===== config.mk =====
export PLATFORM = sky130hd
export DESIGN_NAME = hpdmc_initseq
export DESIGN_NICKNAME = d
export VERILOG_FILES = /design/src/rtl/hpdmc_pkg.sv /design/src/rtl/hpdmc_initseq_rom.sv /design/src/rtl/hpdmc_initseq.sv
export SDC_FILE = /design/constraint.sdc
export NUM_CORES = 1
export LEC_CHECK = 0
export CAP_MARGIN = 20
export CORE_MARGIN = 8
export CORE_UTILIZATION = 30
export DETAILED_ROUTE_END_ITERATION = 10
export HOLD_SLACK_MARGIN = 0.08
export PLACE_DENSITY = 0.67
export SLEW_MARGIN = 15
export SYNTH_ARGS = -nofsm -noshare
export SYNTH_HDL_FRONTEND = slang
export SYNTH_SLANG_ARGS = --single-unit
export TNS_END_PERCENT = 100

===== constraint.sdc =====
create_clock -name sys_clk -period 2.35 [get_ports sys_clk]
set_clock_uncertainty 0.05 [all_clocks]
set_input_delay 0.705 -clock sys_clk [delete_from_list [all_inputs] [get_ports sys_clk]]
set_output_delay 0.705 -clock sys_clk [all_outputs]
set_load 0.1 [all_outputs]

===== src/rtl/hpdmc_pkg.sv =====
// Shared constants, state encoding and step record for the HPDMC power-up sequencer.
package hpdmc_pkg;

  localparam logic [3:0] REG_CTRL = 4'h0;
  localparam logic [3:0] REG_CMD  = 4'h4;
  localparam logic [3:0] REG_TIM  = 4'h8;

  // Command nibble: bit0=CS, bit1=WE, bit2=CAS, bit3=RAS, all active-high
  localparam logic [3:0] CMD_PRECHARGE = 4'hB;
  localparam logic [3:0] CMD_AREF      = 4'hD;
  localparam logic [3:0] CMD_LMR       = 4'hF;

  localparam logic [12:0] ADDR_A10      = 13'h400;
  localparam logic [12:0] MR_DLL_RESET  = 13'h100;
  localparam logic [12:0] EMR_DLL_ON    = 13'h000;

  // Control register: bit0=bypass, bit1=sdram reset, bit2=cke
  localparam logic [31:0] CTRL_INIT = 32'h0000_0007;
  localparam logic [31:0] CTRL_RUN  = 32'h0000_0004;

  localparam logic [3:0] LAST_STEP   = 4'd10;
  localparam logic [8:0] BUS_TIMEOUT = 9'd255;

  typedef enum logic [1:0] {
    ST_IDLE,
    ST_BUS,
    ST_WAIT,
    ST_DONE
  } state_t;

  typedef struct packed {
    logic [3:0]  offset;
    logic [31:0] data;
    logic        we;
    logic [15:0] postwait;
  } step_t;

  function automatic logic [31:0] cmd_word(input logic [1:0]  ba,
                                           input logic [12:0] a,
                                           input logic [3:0]  cmd);
    return {13'd0, ba, a, cmd};
  endfunction

endpackage


===== src/rtl/hpdmc_initseq_rom.sv =====
// Fixed 11-step DDR init program: step index -> {offset, data, we, postwait}.
module hpdmc_initseq_rom
  import hpdmc_pkg::*;
#(
  parameter logic [12:0] MODE           = 13'h033,
  parameter logic [21:0] TIM            = 22'h217212,
  parameter logic [15:0] POWERUP_CYCLES = 16'd20000,
  parameter logic [15:0] DLL_CYCLES     = 16'd200,
  parameter logic [15:0] CMD_GAP        = 16'd8
) (
  input  logic [3:0] i_step,
  output step_t      o_step
);

  always_comb begin
    o_step = '0;
    case (i_step)
      4'd0:  o_step = '{REG_CTRL, CTRL_INIT, 1'b1, POWERUP_CYCLES};
      4'd1:  o_step = '{REG_CMD, cmd_word(2'd0, ADDR_A10, CMD_PRECHARGE), 1'b1, CMD_GAP};
      4'd2:  o_step = '{REG_CMD, cmd_word(2'd1, EMR_DLL_ON, CMD_LMR), 1'b1, CMD_GAP};
      4'd3:  o_step = '{REG_CMD, cmd_word(2'd0, MODE | MR_DLL_RESET, CMD_LMR), 1'b1, DLL_CYCLES};
      4'd4:  o_step = '{REG_CMD, cmd_word(2'd0, ADDR_A10, CMD_PRECHARGE), 1'b1, CMD_GAP};
      4'd5:  o_step = '{REG_CMD, cmd_word(2'd0, 13'd0, CMD_AREF), 1'b1, CMD_GAP};
      4'd6:  o_step = '{REG_CMD, cmd_word(2'd0, 13'd0, CMD_AREF), 1'b1, CMD_GAP};
      4'd7:  o_step = '{REG_CMD, cmd_word(2'd0, MODE, CMD_LMR), 1'b1, CMD_GAP};
      4'd8:  o_step = '{REG_TIM, {10'd0, TIM}, 1'b1, 16'd0};
      4'd9:  o_step = '{REG_TIM, 32'd0, 1'b0, 16'd0};
      4'd10: o_step = '{REG_CTRL, CTRL_RUN, 1'b1, 16'd0};
      default: o_step = '0;
    endcase
  end

endmodule


===== src/rtl/hpdmc_initseq.sv =====
// Wishbone master that walks the HPDMC control slave through DDR power-up init.
module hpdmc_initseq
  import hpdmc_pkg::*;
#(
  parameter logic [31:0] BASE_ADR       = 32'h0,
  parameter logic [12:0] MODE           = 13'h033,
  parameter logic [21:0] TIM            = 22'h217212,
  parameter logic [15:0] POWERUP_CYCLES = 16'd20000,
  parameter logic [15:0] DLL_CYCLES     = 16'd200,
  parameter logic [15:0] CMD_GAP        = 16'd8
) (
  input  logic        sys_clk,
  input  logic        sys_rst_n,
  input  logic        start,
  output logic        busy,
  output logic        done,
  output logic        error,
  output logic [31:0] wbm_adr_o,
  output logic [31:0] wbm_dat_o,
  input  logic [31:0] wbm_dat_i,
  output logic [3:0]  wbm_sel_o,
  output logic        wbm_cyc_o,
  output logic        wbm_stb_o,
  output logic        wbm_we_o,
  input  logic        wbm_ack_i
);

  state_t      r_state;
  logic [3:0]  r_step;
  logic [15:0] r_cnt;
  logic [15:0] r_wait_len;
  logic [8:0]  r_to;
  logic        r_busy, r_done, r_error;
  logic        r_cyc, r_stb, r_we;
  logic [31:0] r_adr, r_dat;

  logic        w_launch, w_advance, w_load;
  logic [3:0]  w_load_idx;
  step_t       w_rom;
  logic        w_unused;

  assign w_launch   = ((r_state == ST_IDLE) || (r_state == ST_DONE)) && start;
  assign w_advance  = (r_state == ST_WAIT) && (r_cnt == 16'd1) && (r_step != LAST_STEP);
  assign w_load     = w_launch || w_advance;
  // ROM is addressed by the step about to be issued; its postwait is latched at issue time
  assign w_load_idx = w_launch ? 4'd0 : r_step + 4'd1;
  assign w_unused   = ^wbm_dat_i[31:22];

  hpdmc_initseq_rom #(
    .MODE           (MODE),
    .TIM            (TIM),
    .POWERUP_CYCLES (POWERUP_CYCLES),
    .DLL_CYCLES     (DLL_CYCLES),
    .CMD_GAP        (CMD_GAP)
  ) u_rom (
    .i_step (w_load_idx),
    .o_step (w_rom)
  );

  always_ff @(posedge sys_clk or negedge sys_rst_n) begin
    if (!sys_rst_n) begin
      r_state    <= ST_IDLE;
      r_step     <= '0;
      r_cnt      <= '0;
      r_wait_len <= '0;
      r_to       <= '0;
      r_busy     <= 1'b0;
      r_done     <= 1'b0;
      r_error    <= 1'b0;
      r_cyc      <= 1'b0;
      r_stb      <= 1'b0;
      r_we       <= 1'b0;
      r_adr      <= '0;
      r_dat      <= '0;
    end else if (w_load) begin
      r_state    <= ST_BUS;
      r_step     <= w_load_idx;
      r_busy     <= 1'b1;
      r_cyc      <= 1'b1;
      r_stb      <= 1'b1;
      r_we       <= w_rom.we;
      r_adr      <= BASE_ADR + {28'd0, w_rom.offset};
      r_dat      <= w_rom.data;
      r_wait_len <= (w_rom.postwait == 16'd0) ? 16'd1 : w_rom.postwait;
      r_to       <= '0;
      if (w_launch) begin
        r_done  <= 1'b0;
        r_error <= 1'b0;
      end
    end else begin
      case (r_state)
        ST_BUS: begin
          if (wbm_ack_i) begin
            r_state <= ST_WAIT;
            r_cyc   <= 1'b0;
            r_stb   <= 1'b0;
            r_we    <= 1'b0;
            r_cnt   <= r_wait_len;
            if (!r_we && (wbm_dat_i[21:0] != TIM))
              r_error <= 1'b1;
          end else if (r_to == BUS_TIMEOUT) begin
            r_state <= ST_DONE;
            r_cyc   <= 1'b0;
            r_stb   <= 1'b0;
            r_we    <= 1'b0;
            r_busy  <= 1'b0;
            r_done  <= 1'b1;
            r_error <= 1'b1;
          end else begin
            r_to <= r_to + 9'd1;
          end
        end
        ST_WAIT: begin
          // Non-final expiry is taken by w_advance above
          if (r_cnt == 16'd1) begin
            r_state <= ST_DONE;
            r_busy  <= 1'b0;
            r_done  <= 1'b1;
          end else begin
            r_cnt <= r_cnt - 16'd1;
          end
        end
        default: ;
      endcase
    end
  end

  assign busy      = r_busy;
  assign done      = r_done;
  assign error     = r_error;
  assign wbm_adr_o = r_adr;
  assign wbm_dat_o = r_dat;
  assign wbm_sel_o = 4'hF;
  assign wbm_cyc_o = r_cyc;
  assign wbm_stb_o = r_stb;
  assign wbm_we_o  = r_we;

endmodule


# == Word level (Yosys, flattened, before mapping) ==
# Memories as Yosys holds them, arrays and structs flattened.
# Cells that the tools add are included.
# totals
reg_bits,88
romBits,400
in_bits,36
output_inout_bits,74
word_cells,87
memories,1
# op_classes
addsub,3
n_eq_ne,17
mux,33
bitwise,1
n_reduce_logical,20
# mem_list
name,words,width,rd,rd_clocked_by_memory_dff,wr,line,text
(name not given),16,25,1,0,0,hpdmc_initseq_rom.sv:17,case (i_step)
# ops
op,n
2-to-1 mux 16 bit,3
2-to-1 mux 9 bit,4
case mux 16 bit (2 select lines),1
"!= test 22 bit, second input constant",1
2-to-1 mux 1 bit,17
"equality test 16 x 1 -> 1 bit, second input constant",1
logical NOT 16 bit,1
"subtractor 16 x 1 -> 16 bit, second input constant",1
AND reduction 4 bit,3
"adder 9 x 1 -> 9 bit, second input constant",1
"equality test 9 x 8 -> 1 bit, second input constant",1
2-to-1 mux 2 bit,4
"!= test 2 bit, second input constant",4
"!= test 4 bit, second input constant",2
"!= test 3 bit, second input constant",2
AND reduction 3 bit,2
nonzero test 3 bit,2
AND reduction 5 bit,1
"adder 4 x 1 -> 4 bit, second input constant",1
"equality test 2 bit, second input constant",2
logical AND 1 bit,4
2-to-1 mux 4 bit,1
case mux 1 bit (2 select lines),2
case mux 2 bit (2 select lines),1
other kinds (10),12

# == Logic depth before layout (Yosys ltp) ==
# An unclocked memory read counts as a cell.
# logic_depth
word_depth,7
ltp_mapped,11
mapped_depth_nobuf,10

# == Modules after synthesis ==
# Synthesis repeated with hierarchy kept, for this count alone.
# unflattened
hier_cells,482
area_unflattened_um2,5222.5
# modules_own_cells
mod,instances,cells_each,area_per_inst_um2,seq_area_each_um2
hpdmc_initseq,1,409,4689.5,2202.1
hpdmc_initseq_rom,1,73,533.0,0.0

# == Least setup slack after synthesis ==
# No wires, ideal clock.
# synth_timing
path_kind,register to register
startpoint,register r_to[0]
endpoint,register r_to[6]
setup_ns,0.077
arrival_ns,2.033
required_ns,2.223
setup_slack_ns,0.189
stages_incl_launch_ff,11
path_buffers,1
synth_period_minus_slack_ns,2.161
cell_sequence,dfrtp_1 > ha_1 > nand3_1 > nor2_1 > ha_1 > nor2_1 > and2_1 > clkbuf_1 > nand4_1 > or3_1 > a21oi_1
# synth_between
elab_chain_cells,5
elab_cells_between_ends,8
cone_classes,add/sub (1); eq/ne (2); mux (4); reduce/logical (1)
# synth_rtl
item,line,text
start: declaration,hpdmc_initseq.sv:32,logic [8:0] r_to;
start signal: assignment,hpdmc_initseq.sv:110,r_to <= r_to + 9'd1;
adder 9 x 1 -> 9 bit,hpdmc_initseq.sv:110,
2-to-1 mux 9 bit,hpdmc_initseq.sv:101,end else if (r_to == BUS_TIMEOUT) begin
2-to-1 mux 9 bit,hpdmc_initseq.sv:93,if (wbm_ack_i) begin
2-to-1 mux 9 bit,hpdmc_initseq.sv:91,case (r_state)
2-to-1 mux 9 bit,hpdmc_initseq.sv:75,end else if (w_load) begin
# Parallel ways exist; a longest one is shown, timed or not. The select of a mux whose other input is x is not followed.
# A chain may end at the register's enable or synchronous reset.

# == Worst setup path after layout ==
# layout_timing
startpoint,register r_cnt[0]
endpoint,register r_cnt[14]
# layout_between
elab_chain_cells,6
elab_cells_between_ends,10
cone_classes,add/sub (1); eq/ne (2); mux (2); bitwise (1); reduce/logical (4)
# layout_rtl
item,line,text
start: declaration,hpdmc_initseq.sv:30,logic [15:0] r_cnt;
start signal: assignment,hpdmc_initseq.sv:98,r_cnt <= r_wait_len;
start signal: assignment,hpdmc_initseq.sv:120,r_cnt <= r_cnt - 16'd1;
"parallel branches: the longest is 6 deep, another holds subtractor 16 x 1 -> 16 bit",n/a,
# Several ways; the timed one is not identified. The select of a mux whose other input is x is not followed.

==> results.md <==
* Status: completed
* Placed cells at 581
* Drt wl/cell at 14.1 um
* Number of flops mapped to enable cells by yosys at 0
* Die width at 121 um
* Synth top area share at 0.380
* Crit Path Category: flip-flop to flip-flop
* Final RePlAce weighted congestion at 0.867
* Critical path launch point type: flip-flop
* Worst hold slack at 309 ps
* Detailed-placement wirelength estimate at 6510 um
* Period utilization at 0.960
* CTS Sinks at 50
* Boundary Pins at 110
* Ys flop type: dfrtp_1
* Port Buf Inserts at 47
* Syn. warnings at 0
* Hold Buf Count CTS at 0
* #FFs+latches synth at 50
* Area delta synth->final at 24.5%
* Max-slew violation count at 0
* Synth area leaders: dfrtp_1, buf_4, ha_1
* Die height at 121 um
* Max FO, Critical Path at 5
* Largest net degree at the start of global routing at 51
* Syn Std Cell Area at 3290 um2
* Remaining global-route overflow at 0
* CORE AREA at 10800 um2
* Drt drc at 0
* Via count at 2768
* Fin nets at 498
* Global-route usage over all layers at 0.114
* Setup crit end kind: flip-flop
* Worst-path clk slew at 100 ps
* Placement Setup Slack at -108 ps
* Clock power share at 0.123
* DRT Pass-1 Iters at 4
* Vias/cell at 4.70
* Die area at 14600 um2
* Initial antenna violation count at 0
* Worst-Skew Late Latency at 320 ps
* Starting DRT DRC Count at 108
* Max VDD drop at 0.788 mV
* Power Internal at 2.48 mW
* Post-route ant nets at 0
* Hold WC Path Type: primary input to asynchronous set/reset pin
* Net Sw Power at 2.75 mW
* Post-synth top area cell: dfrtp_1
* Drt total wl at 8310 um
* Clock buffer count from CTS at 5
* Max_cap viols at 0
* Critical Path AT at 2450 ps
* Cell Pwr Density at 1280 nW/um2
* Crit path setup slack, layout at 93.6 ps
* CTS tree: yes
* Ant diodes at 0
* First-pass GRT wire length at 13600 um
* Initial Util at 0.305
* Non-filler instance count after layout at 589
* Gate power share at 0.617
* Post-layout min period at 2260 ps
* Net Sw Frac at 0.525
* Leak pwr at 1.89 nW
* Root Buffer: clkbuf_8
* Final core occ at 0.380
* H-tree depth at 2
* Post-synthesis sequential area ratio at 0.380
* Number of global-route vias before repair at 2756
* Layout cell share with drive strength beyond 1 at 0.212
* Avg Synthesized Cell Area at 8.97 um2
* Final hold vios at 0
* RSZ-0062 raised after global routing: yes
* Max Root-Sink Buffers at 2
* Synth unique cells at 58
* Final setup viols at 0
* Sequential power share at 0.260
* Req. time, crit path at 2540 ps
* Std-Cell Rows at 38
* Post-synthesis async set-or-reset flop share at 1.00
* Cells after Synth at 367
* Achievable Freq at 0.443 GHz
state kept, by name, summed over array words and instances (netlist names):
name,cells
busy,1
done,1
error,1
r_cnt,16
r_state,2
r_step,3
r_to,9
r_wait_len,4
wbm_adr_o,1
wbm_dat_o,10
wbm_stb_o,1
wbm_we_o,1
per-stage QoR:
step | total power, mW | area, um2 | setup TNS, ps
final | 5.23 | 4100 | 0
after global routing | 5.54 | 4100 | -32.3
after CTS | 5.21 | 4080 | 0
after detailed placement | 4.54 | 3960 | -1440
after global placement | 4.48 | 3960 | -973
after floorplan | 3.70 | 3480 | 0
power by group through the flow:
stage	logic (mW)	registers, mW	clock network (mW)
floorplan	1.87	1.83	0
global placement	3.13	1.35	0
detailed placement	3.18	1.36	0
finish	3.23	1.36	0.646
global route	3.46	1.40	0.687
CTS	3.19	1.35	0.662
cell usage after synthesis, types with 4 or more instances:
master,instances
a21oi_1,16
a31oi_1,6
xor2_1,9
nand3_1,13
nor4_1,4
nand2_1,33
inv_1,11
clkbuf_1,8
o21ai_0,14
nor3_1,5
o211ai_1,5
o31ai_1,4
dfrtp_1,50
mux2i_1,5
ha_1,14
or3_1,7
nand4_1,7
nor2_1,32
a211oi_1,4
and2_1,4
a21o_1,4
buf_4,58
cells by family (layout without fill, tap and decap cells):
kind of cell	count (synthesis)	in the layout	share of synthesized area
mux	6	6	0.0186
other cells	2	52	0.00228
xor+xnor	12	12	0.0319
fa+ha+maj	14	14	0.0532
flops	50	50	0.380
buf+inv	81	113	0.162
compound gates	74	74	0.147
simple gates	128	128	0.205
cell usage in the layout (no fill, tap or decap), drive strengths merged, types with 2 or more instances in the layout:
cell,instances
a211oi,4
a21boi,2
a21o,4
a21oi,17
a31oi,6
and2,4
and3,3
buf,70
clkbuf,5
clkdlybuf4s50,24
conb,52
dfrtp,50
ha,14
inv,12
mux2i,5
nand2,33
nand2b,2
nand3,13
nand4,7
nand4b,2
nor2,32
nor3,7
nor4,4
nor4b,4
o211ai,5
o21a,2
o21ai,17
o31ai,4
or2,3
or3,7
or4,3
xnor2,3
xor2,9
metal layers:
layer  vias to the layer above  track usage  part of all wire
met1                      1325        0.135              0.43
met4                         0       0.0437             0.021
li1                       1350            -                 -
met2                        80        0.195              0.49
met5                         -            0                 0
met3                        13       0.0266             0.059
layout make-up:
| class | count | area [um2] |
|---|---|---|
| Clock buffer | 5 | 68.8 |
| Fill cell | 1091 | 6690 |
| Sequential cell | 50 | 1250 |
| Timing Repair Buffer | 94 | 788 |
| Inverter | 11 | 41.3 |
| Tap cell | 140 | 175 |
| Clock inverter | 3 | 47.5 |
| Multi-Input combinational cell | 286 | 1730 |
worst max-delay path, cell delays in order (launching register included):
cell and delay, ps:
dfrtp_1 440, inv_1 110, ha_2 200, or3b_4 420, or4_4 470, nor4b_4 280, nand4b_1 120, o211ai_1 90
timing repair:
item / CTS / global route
endpoints found under the setup margin: 3 / 4
setup buffers: 0 / 0
resized for setup: 2 / 5
pin swaps: 0 / 0
endpoints found under the hold margin: 0 / 0
worst paths after layout:
path | from | end | slack, ps | depth (start not counted)
setup / recovery | r_cnt[0]$_DFFE_PN0P_ | r_cnt[14]$_DFFE_PN0P_ | 90 | 7
hold / removal | sys_rst_n | r_cnt[5]$_DFFE_PN0P_ | 310 | 2
setup reg to reg | r_cnt[0]$_DFFE_PN0P_ | r_cnt[14]$_DFFE_PN0P_ | 90 | 7
hold reg to reg | wbm_dat_o[17]$_DFFE_PN0P_ | wbm_dat_o[17]$_DFFE_PN0P_ | 430 | 2
max in group asynchronous | sys_rst_n | done$_DFFE_PN0P_ | 1700 | 2
min in group sys_clk | wbm_dat_o[17]$_DFFE_PN0P_ | wbm_dat_o[17]$_DFFE_PN0P_ | 430 | 2
No activity file was read; power rests on OpenSTA's default activity.
